## src/rtl/sdrx_sequencer.sv

```systemverilog
// SD multi-block read sequencer: gates the SD clock on FIFO room, arms and clears
// the frame receiver per block, times out a missing start bit and requests CMD12.
module sdrx_sequencer #(
  parameter int LGLEN     = 15,
  parameter int LGNBLK    = 16,
  parameter int LGTIMEOUT = 24
) (
  input  logic                 i_clk,
  input  logic                 i_reset_n,
  input  logic                 i_start,
  input  logic                 i_abort,
  input  logic [LGNBLK-1:0]    i_nblocks,
  input  logic [LGLEN-2:0]     i_blklen,
  input  logic [LGTIMEOUT-1:0] i_timeout,
  input  logic [LGLEN-1:0]     i_room,
  input  logic                 i_stb,
  input  logic                 i_dat0,
  input  logic                 i_frame_done,
  input  logic                 i_frame_err,
  input  logic                 i_stop_ack,
  output logic                 o_clk_en,
  output logic                 o_frame_en,
  output logic                 o_frame_clear,
  output logic [LGLEN-1:0]     o_frame_length,
  output logic                 o_stop_req,
  output logic                 o_busy,
  output logic                 o_done,
  output logic [1:0]           o_err,
  output logic [LGNBLK-1:0]    o_blocks
);

  // state       | meaning
  // IDLE        | waiting for i_start, SD clock off
  // WAIT_ROOM   | clock held off until FIFO can take a whole block
  // WAIT_START  | receiver armed, clock running, start-bit timeout active
  // RECEIVE     | frame in progress, waiting for done/err
  // STOP        | CMD12 requested, waiting for the command path to accept
  typedef enum logic [2:0] {
    S_IDLE, S_WAIT_ROOM, S_WAIT_START, S_RECEIVE, S_STOP
  } state_t;

  localparam logic [LGNBLK-1:0]    ONE_BLK = 1;
  localparam logic [LGTIMEOUT-1:0] ONE_T   = 1;

  state_t               state_q, state_d;
  logic [LGNBLK-1:0]    nblk_q, nblk_d;
  logic [LGNBLK-1:0]    blocks_q, blocks_d;
  logic [LGLEN-2:0]     blklen_q, blklen_d;
  logic [LGTIMEOUT-1:0] tmo_q, tmo_d;
  logic [LGTIMEOUT-1:0] tcnt_q, tcnt_d;
  logic [1:0]           err_q, err_d;
  logic                 done_q, done_d;
  logic                 room_ok, start_bit, last_blk, clear;

  assign room_ok   = i_room >= {1'b0, blklen_q};
  assign start_bit = i_stb && !i_dat0;
  assign last_blk  = (blocks_q + ONE_BLK) == nblk_q;

  always_comb begin
    state_d  = state_q;
    nblk_d   = nblk_q;
    blocks_d = blocks_q;
    blklen_d = blklen_q;
    tmo_d    = tmo_q;
    tcnt_d   = tcnt_q;
    err_d    = err_q;
    done_d   = 1'b0;
    clear    = 1'b0;
    case (state_q)
      S_IDLE: begin
        if (i_start && (i_nblocks != '0)) begin
          nblk_d   = i_nblocks;
          blklen_d = i_blklen;
          tmo_d    = i_timeout;
          blocks_d = '0;
          err_d    = 2'd0;
          state_d  = S_WAIT_ROOM;
        end
      end
      S_WAIT_ROOM: begin
        if (i_abort) begin
          err_d   = 2'd3;
          state_d = S_STOP;
        end else if (room_ok) begin
          clear   = 1'b1;
          tcnt_d  = tmo_q;
          state_d = S_WAIT_START;
        end
      end
      S_WAIT_START: begin
        // start bit is checked before the timeout so it wins a tie on the same strobe
        if (i_abort) begin
          err_d   = 2'd3;
          state_d = S_STOP;
        end else if (start_bit) begin
          state_d = S_RECEIVE;
        end else if (i_stb && (tmo_q != '0)) begin
          tcnt_d = tcnt_q - ONE_T;
          if (tcnt_q <= ONE_T) begin
            err_d   = 2'd1;
            state_d = S_STOP;
          end
        end
      end
      S_RECEIVE: begin
        if (i_abort) begin
          err_d   = 2'd3;
          state_d = S_STOP;
        end else if (i_frame_err) begin
          err_d   = 2'd2;
          state_d = S_STOP;
        end else if (i_frame_done) begin
          blocks_d = blocks_q + ONE_BLK;
          state_d  = last_blk ? S_STOP : S_WAIT_ROOM;
        end
      end
      S_STOP: begin
        if (i_stop_ack) begin
          done_d  = 1'b1;
          state_d = S_IDLE;
        end
      end
      default: state_d = S_IDLE;
    endcase
  end

  always_ff @(posedge i_clk or negedge i_reset_n) begin
    if (!i_reset_n) begin
      state_q  <= S_IDLE;
      nblk_q   <= '0;
      blocks_q <= '0;
      blklen_q <= '0;
      tmo_q    <= '0;
      tcnt_q   <= '0;
      err_q    <= 2'd0;
      done_q   <= 1'b0;
    end else begin
      state_q  <= state_d;
      nblk_q   <= nblk_d;
      blocks_q <= blocks_d;
      blklen_q <= blklen_d;
      tmo_q    <= tmo_d;
      tcnt_q   <= tcnt_d;
      err_q    <= err_d;
      done_q   <= done_d;
    end
  end

  assign o_clk_en       = (state_q == S_WAIT_START) || (state_q == S_RECEIVE) || (state_q == S_STOP);
  assign o_frame_en     = (state_q == S_WAIT_START) || (state_q == S_RECEIVE);
  assign o_frame_clear  = clear;
  assign o_frame_length = {blklen_q, 1'b0};
  assign o_stop_req     = state_q == S_STOP;
  assign o_busy         = state_q != S_IDLE;
  assign o_done         = done_q;
  assign o_err          = err_q;
  assign o_blocks       = blocks_q;

endmodule

```

## config.mk

```make
export PLATFORM = sky130hd
export DESIGN_NAME = sdrx_sequencer
export DESIGN_NICKNAME = d
export VERILOG_FILES = /design/src/rtl/sdrx_sequencer.sv
export SDC_FILE = /design/constraint.sdc
export NUM_CORES = 1
export LEC_CHECK = 0
export BUFFER_PORTS_ARGS = -buffer_cell sky130_fd_sc_hd__buf_4
export CAP_MARGIN = 10
export CORE_ASPECT_RATIO = 1.1
export CORE_UTILIZATION = 56
export DETAILED_ROUTE_END_ITERATION = 6
export PLACE_DENSITY = 0.88
export SETUP_SLACK_MARGIN = 0.3
export SYNTH_ARGS = -nofsm -noshare
export SYNTH_HDL_FRONTEND = slang
export SYNTH_SLANG_ARGS = --single-unit
```

## constraint.sdc

```tcl
create_clock -name i_clk -period 3.7 [get_ports i_clk]
set_clock_uncertainty 0.15 [all_clocks]
set_input_delay 0.185 -clock i_clk [delete_from_list [all_inputs] [get_ports i_clk]]
set_output_delay 0.185 -clock i_clk [all_outputs]
set_load 0.01 [all_outputs]
```

# == Yosys cells after proc, flatten, opt, wreduce, memory -nomap -nowiden ==
# Cells that the tools add are included.
# totals
register_bits,100
input_bits,78
out_inout_bits,39
wordCells,92
# op_classes
n_addsub,2
n_lt_le_gt_ge,2
eq_ne,24
n_mux,38
n_reduce_logical,18
# ops
op,count
$mux W24,5
$mux W16,4
$pmux W24 S2,1
$mux W3,12
$pmux W16 S2,1
$le A24 B1 Y1 const B,1
$reduce_bool A24 Y1,1
$sub A24 B1 Y24 const B,1
$ne A2 B2 Y1 const B,11
$add A16 B1 Y16 const B,1
$eq A16 B16 Y1,1
$mux W2,8
$reduce_bool A16 Y1,1
$ge A15 B14 Y1,1
$ne A3 B3 Y1 const B,5
$pmux W3 S5,1
$ne A4 B4 Y1 const B,3
$reduce_and A6 Y1,2
$pmux W2 S4,1
$reduce_and A7 Y1,1
$eq A3 B2 Y1 const B,2
$mux W1,5
$reduce_and A5 Y1,1
$reduce_bool A2 Y1,2
9 further kinds,12

# == Longest topological paths before layout ==
# Gate-level depths: netlist (run 1).
# depth
depth_word,7
mapped_depth,11
depth_no_buf,9

# == Worst setup path after synthesis (run 1) ==
# OpenSTA, ideal clock, no wires.
# synth_timing
path_type,register to register
start,reg blklen_q[10]
end,reg tcnt_q[17]
setup_time_ns,0.083
t_arrival_ns,2.410
t_required_ns,3.467
setup_slack_ns,1.057
stages_incl_launch_ff,11
n_path_buf,2
period_less_slack_ns,2.643
cell_sequence,dfrtp_1 inv_1 ha_1 a22o_1 o41ai_1 a311oi_1 o21ai_0 buf_2 clkbuf_1 o21ai_0 o21ai_0
# synth_between
elab_chain_len,3
# synth_lines
element,line_no,source
"start, declared",48,"logic [LGLEN-2:0] blklen_q, blklen_d;"
"start signal, assigned",141,blklen_q <= blklen_d;
$ge A15 B14 Y1,55,"assign room_ok = i_room >= {1'b0, blklen_q};"
$ne A2 B2 Y1 (no line),n/a,
$reduce_and A6 Y1 (no line),n/a,
"end signal, assigned",143,tcnt_q <= tcnt_d;
"end, declared",50,"logic [LGTIMEOUT-1:0] tcnt_q, tcnt_d;"
# No other way between the ends.
# A chain may end at the register's enable or synchronous reset.

# == Worst setup path after layout (run 1) ==
# layout_timing
start,reg blocks_q[4] (netlist: o_blocks[4])
end,reg state_q[2]
# layout_between
elab_chain_len,7
# layout_lines
element,line_no,source
"start, declared",47,"logic [LGNBLK-1:0] blocks_q, blocks_d;"
"start signal, assigned",140,blocks_q <= blocks_d;
$add A16 B1 Y16,57,assign last_blk = (blocks_q + ONE_BLK) == nblk_q;
$eq A16 B16 Y1,57,
$mux W3,114,state_d = last_blk ? S_STOP : S_WAIT_ROOM;
$mux W3,112,end else if (i_frame_done) begin
$mux W3,109,end else if (i_frame_err) begin
$mux W3,106,if (i_abort) begin
$pmux W3 S5,69,case (state_q)
"end signal, assigned",138,state_q <= state_d;
"end, declared",45,"state_t state_q, state_d;"
# No other way between the ends. The select of a mux whose other input is x is not followed.

==> results of run 1 <==
==> kinds of logic after synthesis <==
family,count (synthesis),share of synthesized area
flops,100,0.430
buf+inv,58,0.0477
compound gates,167,0.179
fa+ha+maj,17,0.0365
other cells,1,0.000644
xor+xnor,17,0.0256
mux,56,0.108
simple gates,190,0.173
==> layout make-up <==
type / instances / area, um2 / area share
inverters: 25 / 93.8 / 0.0124
clock inverters: 5 / 60.1 / 0.00797
repair buffers: 182 / 1510 / 0.200
multi-input cells: 448 / 3080 / 0.408
well taps: 120 / 150 / 0.0199
clock buffers: 11 / 141 / 0.0188
flip-flops and latches: 100 / 2500 / 0.332
==> layout by cell type, fill, tap and decap left out, drive strengths merged, types with 4 or more instances in the layout <==
cell type,instances
a21oi,37
nor4,22
buf,124
or4,4
ha,17
and3,6
xor2,7
nor3,16
dlygate4sd3,58
o31ai,5
o22a,6
mux2,56
or3,6
nor2,61
xnor2,10
nor3b,4
nand3,8
and2,5
a22oi,5
o21ai,60
a31oi,13
clkbuf,11
nand4,8
inv,26
o22ai,4
dfrtp,100
nand2b,7
nand2,29
o41ai,5
==> how the worst max path moves through the flow <==
stage | startpoint | endpoint | slack [ps] | cells after the start
6_report | o_blocks[4] | state_q[2] | 460 | 8
5_1_grt | o_blocks[4] | state_q[2] | 310 | 8
4_1_cts | o_blocks[0] | state_q[2] | 390 | 9
3_5_place_dp | blklen_q[13] | tcnt_q[6] | 820 | 10
3_3_place_gp | blklen_q[13] | tcnt_q[1] | 990 | 10
2_1_floorplan | blklen_q[10] | tcnt_q[17] | 1060 | 10
==> sequential cells by signal (all words and copies together) (netlist names) <==
name,cells
tcnt_q,24
nblk_q,16
state_q,3
o_err,2
tmo_q,24
o_done,1
blklen_q,14
o_blocks,16
==> timing repair <==
item                       in CTS  in global routing
hold buffers                   58                  0
hold endpoints to repair      126                  0
gates resized for setup         0                  5
setup endpoints to repair       0                  1
==> per-stage QoR <==
stage	utilization	power, mW
after global placement	0.674	3.95
after detailed placement	0.674	4.10
final	0.755	4.93
after global routing	0.755	5.23
after floorplan	-	3.38
after CTS	0.752	4.89
==> critical path: stages, from the launching register on <==
cell and delay [ps]:
sky130_fd_sc_hd__dfrtp_1 600, sky130_fd_sc_hd__nand2_1 160, sky130_fd_sc_hd__or4b_1 550, sky130_fd_sc_hd__o211a_1 150
sky130_fd_sc_hd__or4_4 530, sky130_fd_sc_hd__nor4_2 300, sky130_fd_sc_hd__o311ai_1 120, sky130_fd_sc_hd__dlygate4sd3_1 580
sky130_fd_sc_hd__nand2_1 60
==> power by group <==
group          total (mW)  internal (mW)  switching (mW)
clock network       0.727          0.334           0.393
registers            2.02           1.55           0.468
logic                2.18           1.09            1.09
total                4.93           2.98            1.95
==> routing by layer <==
layer  global-route usage  up-vias  part of all wire
met2                0.547      259              0.51
met1                0.361     2698              0.40
met3               0.0500       50             0.059
met5                    0        -                 0
li1                     -     2565                 -
met4                0.166        0             0.034
==> reports/qor.yml, run 1 <==
outcome:
  result_of_the_run: "finished clean"
synth:
  yosysTopAreaCell: "sky130_fd_sc_hd__dfrtp_1"
  synth.top_cells.by_count: "100 x sky130_fd_sc_hd__dfrtp_1, 61 x sky130_fd_sc_hd__nor2_1, 59 x sky130_fd_sc_hd__o21ai_0"
  postSynthRegisterBits: 100
  synth.avg_cell_area_um2: 9.61
  postSynthNetCount: 701
  number_of_flops_mapped_to_enable_cells_by_yosys: 0
  dominant_cells_by_area_after_synthesis: "sky130_fd_sc_hd__dfrtp_1 43%, sky130_fd_sc_hd__mux2_2 11%, sky130_fd_sc_hd__o21ai_0 5.1%"
  post-synth-top-count-cell: "sky130_fd_sc_hd__dfrtp_1"
  ys_types: 69
  post_synth_instance_area_um2: 5820
  synth.top_cell.area_share: 0.430
  yosysWarningCount: 0
  ys_seq_area_frac: 0.430
  postSynthCellCount: 606
  async_reset_ff_frac: 1.00
  synth_flop_cell: "sky130_fd_sc_hd__dfrtp_1"
detailed_routing:
  first_iter_violations: 480
  drt_wl_total_um: 16200
  firstDrtPassIters: 6
  drtAntennaViolNets: 0
  detail_route.wl_per_cell_um: 18.2
  detail_route.drc_violations: 0
  route.vias.total: 5572
  drt-vias-per-instance: 6.25
placement:
  numPortBuffers: 115
  detailedPlacementHpwl_um: 10800
  dp_slack_ps: 823
  finalWeightedCongestion: 0.902
  dp_cells: 817
  postPlaceCellArea_um2: 6730
sta:
  grt_setup_unrepaired: "no"
  final.hold.worst_slack_ps: 98.3
  finalHoldViolCount: 0
  final_min_period_over_clock_period: 0.877
  finalSetupViolCount: 0
  layout_setup_ws_ps: 457
  timing.final.max_slew_violations: 0
  slew_headroom: 0.388
  setup_tns_ps: 0
  worst-slew-pin-transition_ps: 918
  fmaxAchievable_mhz: 308
  fin_crit_ps: 3240
worst_setup_path:
  critPathCaptureType: "register"
  criticalPathCategory: "reg2reg"
  crit_fanout: 13
  worst-r2r-cell-count: 8
  cp.required_ps: 3870
  crit-reg2reg-launch: "o_blocks[4]"
  critical_path_arrival_ps: 3420
  ff2ff_setup_slack_ps: 460
  timing.rr.end: "state_q[2]"
  timing.critical_path.from_type: "register"
floorplanning:
  pin_count: 117
  floorplan.rows: 38
  area_inside_the_core_boundary_um2: 9980
  die_width_um: 99.2
  die_height_um: 109
  initial_utilization: 0.583
  die_area_um2: 10800
final_layout:
  final_layout_size_suffix_gt1_frac: 0.272
  antenna-diode-count: 0
  layout.cells.non_filler: 891
  n_fill_cell: 646
  finish.net_count: 861
  syn2layout_area_growth_pct: 29.4
  fin_area_um2: 7540
hold_path:
  min-delay-start: "i_dat0"
  hold_end: "state_q[1]"
  hold_depth: 4
  hold_path_class: "in2reg"
global_route:
  grt_pass1_wl_um: 26300
  number_of_antenna_violations_at_the_first_check_in_global_routing: 0
  overflow: 0
  largest_net_degree_at_the_start_of_global_routing: 73
  grt_usage: 0.309
  grt_pass1_vias: 5551
clock_network:
  cts_root_buf: "sky130_fd_sc_hd__clkbuf_8"
  cts_inserted_buffers: 9
  postCtsSetupBuffers: 0
  cts_tree: "done"
  clock_sinks: 100
  htreeDepth: 3
  cts_buffer_depth: 2
  clock_latency_ps: 370
  clk_pin_slew_ps: 100
pwr:
  peakVddDrop_v: 0.000426
  power-per-cell-area_nw_per_um2: 654
  p_leak_nw: 3.37
run:
  cap_viol_max_count: 0
No activity file was read; power rests on OpenSTA's default activity.
==> run 2: changes to the inputs <==
--- a/config.mk
+++ b/config.mk
@@ -8,9 +8,9 @@
 export BUFFER_PORTS_ARGS = -buffer_cell sky130_fd_sc_hd__buf_4
 export CAP_MARGIN = 10
 export CORE_ASPECT_RATIO = 1.1
-export CORE_UTILIZATION = 56
+export CORE_UTILIZATION = 50
 export DETAILED_ROUTE_END_ITERATION = 6
-export PLACE_DENSITY = 0.88
+export PLACE_DENSITY = 0.81
 export SETUP_SLACK_MARGIN = 0.3
 export SYNTH_ARGS = -nofsm -noshare
 export SYNTH_HDL_FRONTEND = slang
==> reports/qor.yml, run 2 (synthesized netlist as in run 1, its figures left out) <==
outcome:
  result_of_the_run: "finished clean"
sta:
  slew_headroom: 0.509
  fmaxAchievable_mhz: 352
  finalSetupViolCount: 0
  finalHoldViolCount: 0
  grt_setup_unrepaired: "no"
  setup_tns_ps: 0
  fin_crit_ps: 2840
  worst-slew-pin-transition_ps: 737
  timing.final.max_slew_violations: 0
  final_min_period_over_clock_period: 0.767
hold_path:
  min-delay-start: "i_abort"
  hold_depth: 3
  hold_end: "state_q[2]"
  hold_path_class: "in2reg"
worst_setup_path:
  cp.required_ps: 3760
  ff2ff_setup_slack_ps: 860
  crit-reg2reg-launch: "blklen_q[13]"
  timing.critical_path.from_type: "register"
  criticalPathCategory: "reg2reg"
  setup.worst_path.start: "blklen_q[13]"
  worst-r2r-cell-count: 10
  critical_path_arrival_ps: 2900
  crit_fanout: 48
  critPathCaptureType: "register"
  timing.rr.end: "tcnt_q[10]"
detailed_routing:
  firstDrtPassIters: 5
  first_iter_violations: 404
  drtAntennaViolNets: 0
  route.vias.total: 5529
  detail_route.wl_per_cell_um: 17.5
  drt-vias-per-instance: 6.04
  detail_route.drc_violations: 0
  drt_wl_total_um: 16000
pwr:
  peakVddDrop_v: 0.000474
  p_leak_nw: 3.39
  power-per-cell-area_nw_per_um2: 686
  power.total_mw: 5.25
floorplanning:
  initial_utilization: 0.524
  pin_count: 117
  die_width_um: 105
  die_height_um: 115
  area_inside_the_core_boundary_um2: 11100
  floorplan.rows: 40
  die_area_um2: 12100
final_layout:
  layout_top_registers: "tcnt_q x24, tmo_q x24"
  syn2layout_area_growth_pct: 31.4
  layout.cells.most_common: "sky130_fd_sc_hd__buf_4"
  finish.net_count: 858
  mostFrequentLayoutCells: "122 x sky130_fd_sc_hd__buf_4, 100 x sky130_fd_sc_hd__dfrtp_1, 61 x sky130_fd_sc_hd__nor2_1"
  final_layout_size_suffix_gt1_frac: 0.266
clock_network:
  clock_latency_ps: 350
  clk_pin_slew_ps: 70
  postCtsSetupBuffers: 0
  htreeDepth: 3
  clock_sinks: 100
  cts_root_buf: "sky130_fd_sc_hd__clkbuf_16"
  cts_inserted_buffers: 9
  cts_tree: "done"
  cts_buffer_depth: 2
run:
  cap_viol_max_count: 0
placement:
  detailedPlacementHpwl_um: 10600
  finalWeightedCongestion: 0.916
  numPortBuffers: 115
global_route:
  grt_usage: 0.276
  largest_net_degree_at_the_start_of_global_routing: 55
  number_of_antenna_violations_at_the_first_check_in_global_routing: 0
  grt_pass1_wl_um: 26600
  grt_pass1_vias: 5614
  overflow: 0
==> run 2: cell types whose count changed in the layout (fill, tap and decap cells not counted), moves of 2 or more <==
cell	previous run	this run
sky130_fd_sc_hd__bufinv_16	1	3
sky130_fd_sc_hd__nor4_2	1	3
sky130_fd_sc_hd__clkbuf_8	10	0
sky130_fd_sc_hd__clkbuf_1	1	3
sky130_fd_sc_hd__nor4_4	2	0
sky130_fd_sc_hd__clkbuf_16	0	9
sky130_fd_sc_hd__buf_4	124	122
==> run 2: worst max-delay path by stage <==
| stage | endpoint | slack [ps] | cells after the start |
|---|---|---|---|
| global route | tcnt_q[6] | 530 | 10 |
| global placement | tcnt_q[1] | 1020 | 10 |
| floorplan | tcnt_q[17] | 1060 | 10 |
| detailed placement | tcnt_q[21] | 900 | 10 |
| CTS | tcnt_q[21] | 860 | 10 |
| finish | tcnt_q[10] | 860 | 10 |
==> run 2: through the flow <==
stage	setup WS [ps]	hold slack, ps	std cells	area (um2)	util
global placement	1020	64.0	842	6750	0.607
finish	861	32.7	916	7650	0.689
floorplan	1060	-261	606	5820	-
global route	526	54.1	915	7650	0.689
CTS	861	32.3	915	7650	0.689
detailed placement	899	78.2	842	6750	0.607
==> run 2: where the power goes <==
group	internal, mW	switching [mW]	leakage, nW
clock network	0.662	0.413	0.157
registers	1.55	0.459	1.23
logic	1.09	1.08	2.00
==> run 2: cell type report <==
type / count / area, um2
diodes: 1 / 2.50
repair buffers: 179 / 1490
clock inverters: 4 / 97.6
inverters: 25 / 93.8
fillers: 837 / 3460
well taps: 147 / 184
flip-flops and latches: 100 / 2500
multi-input cells: 448 / 3050
clock buffers: 12 / 236
==> run 2: what timing repair did <==
item,CTS,global route
resized for setup,0,0
hold endpoints to repair,98,0
hold buffers,57,0
setup endpoints to repair,0,0
==> run 2: worst max-delay path, cell delays in order (launching register included) <==
cell                        delay [ps]
sky130_fd_sc_hd__dfrtp_1           360
sky130_fd_sc_hd__inv_1              50
sky130_fd_sc_hd__ha_1              290
sky130_fd_sc_hd__nand4b_1          150
sky130_fd_sc_hd__a2111oi_0         370
sky130_fd_sc_hd__o21ai_0           220
sky130_fd_sc_hd__a311oi_1          390
sky130_fd_sc_hd__o21ai_2           100
sky130_fd_sc_hd__buf_4             270
sky130_fd_sc_hd__o21ai_0           230
sky130_fd_sc_hd__o21ai_0           120
==> run 2: routing by layer <==
| metal | up-vias | routed length, um | track usage |
|---|---|---|---|
| met5 | - | 0 | 0 |
| met4 | 0 | 533 | 0.142 |
| met3 | 52 | 864 | 0.0391 |
| met2 | 248 | 8190 | 0.493 |
| met1 | 2675 | 6450 | 0.326 |
| li1 | 2554 | - | - |
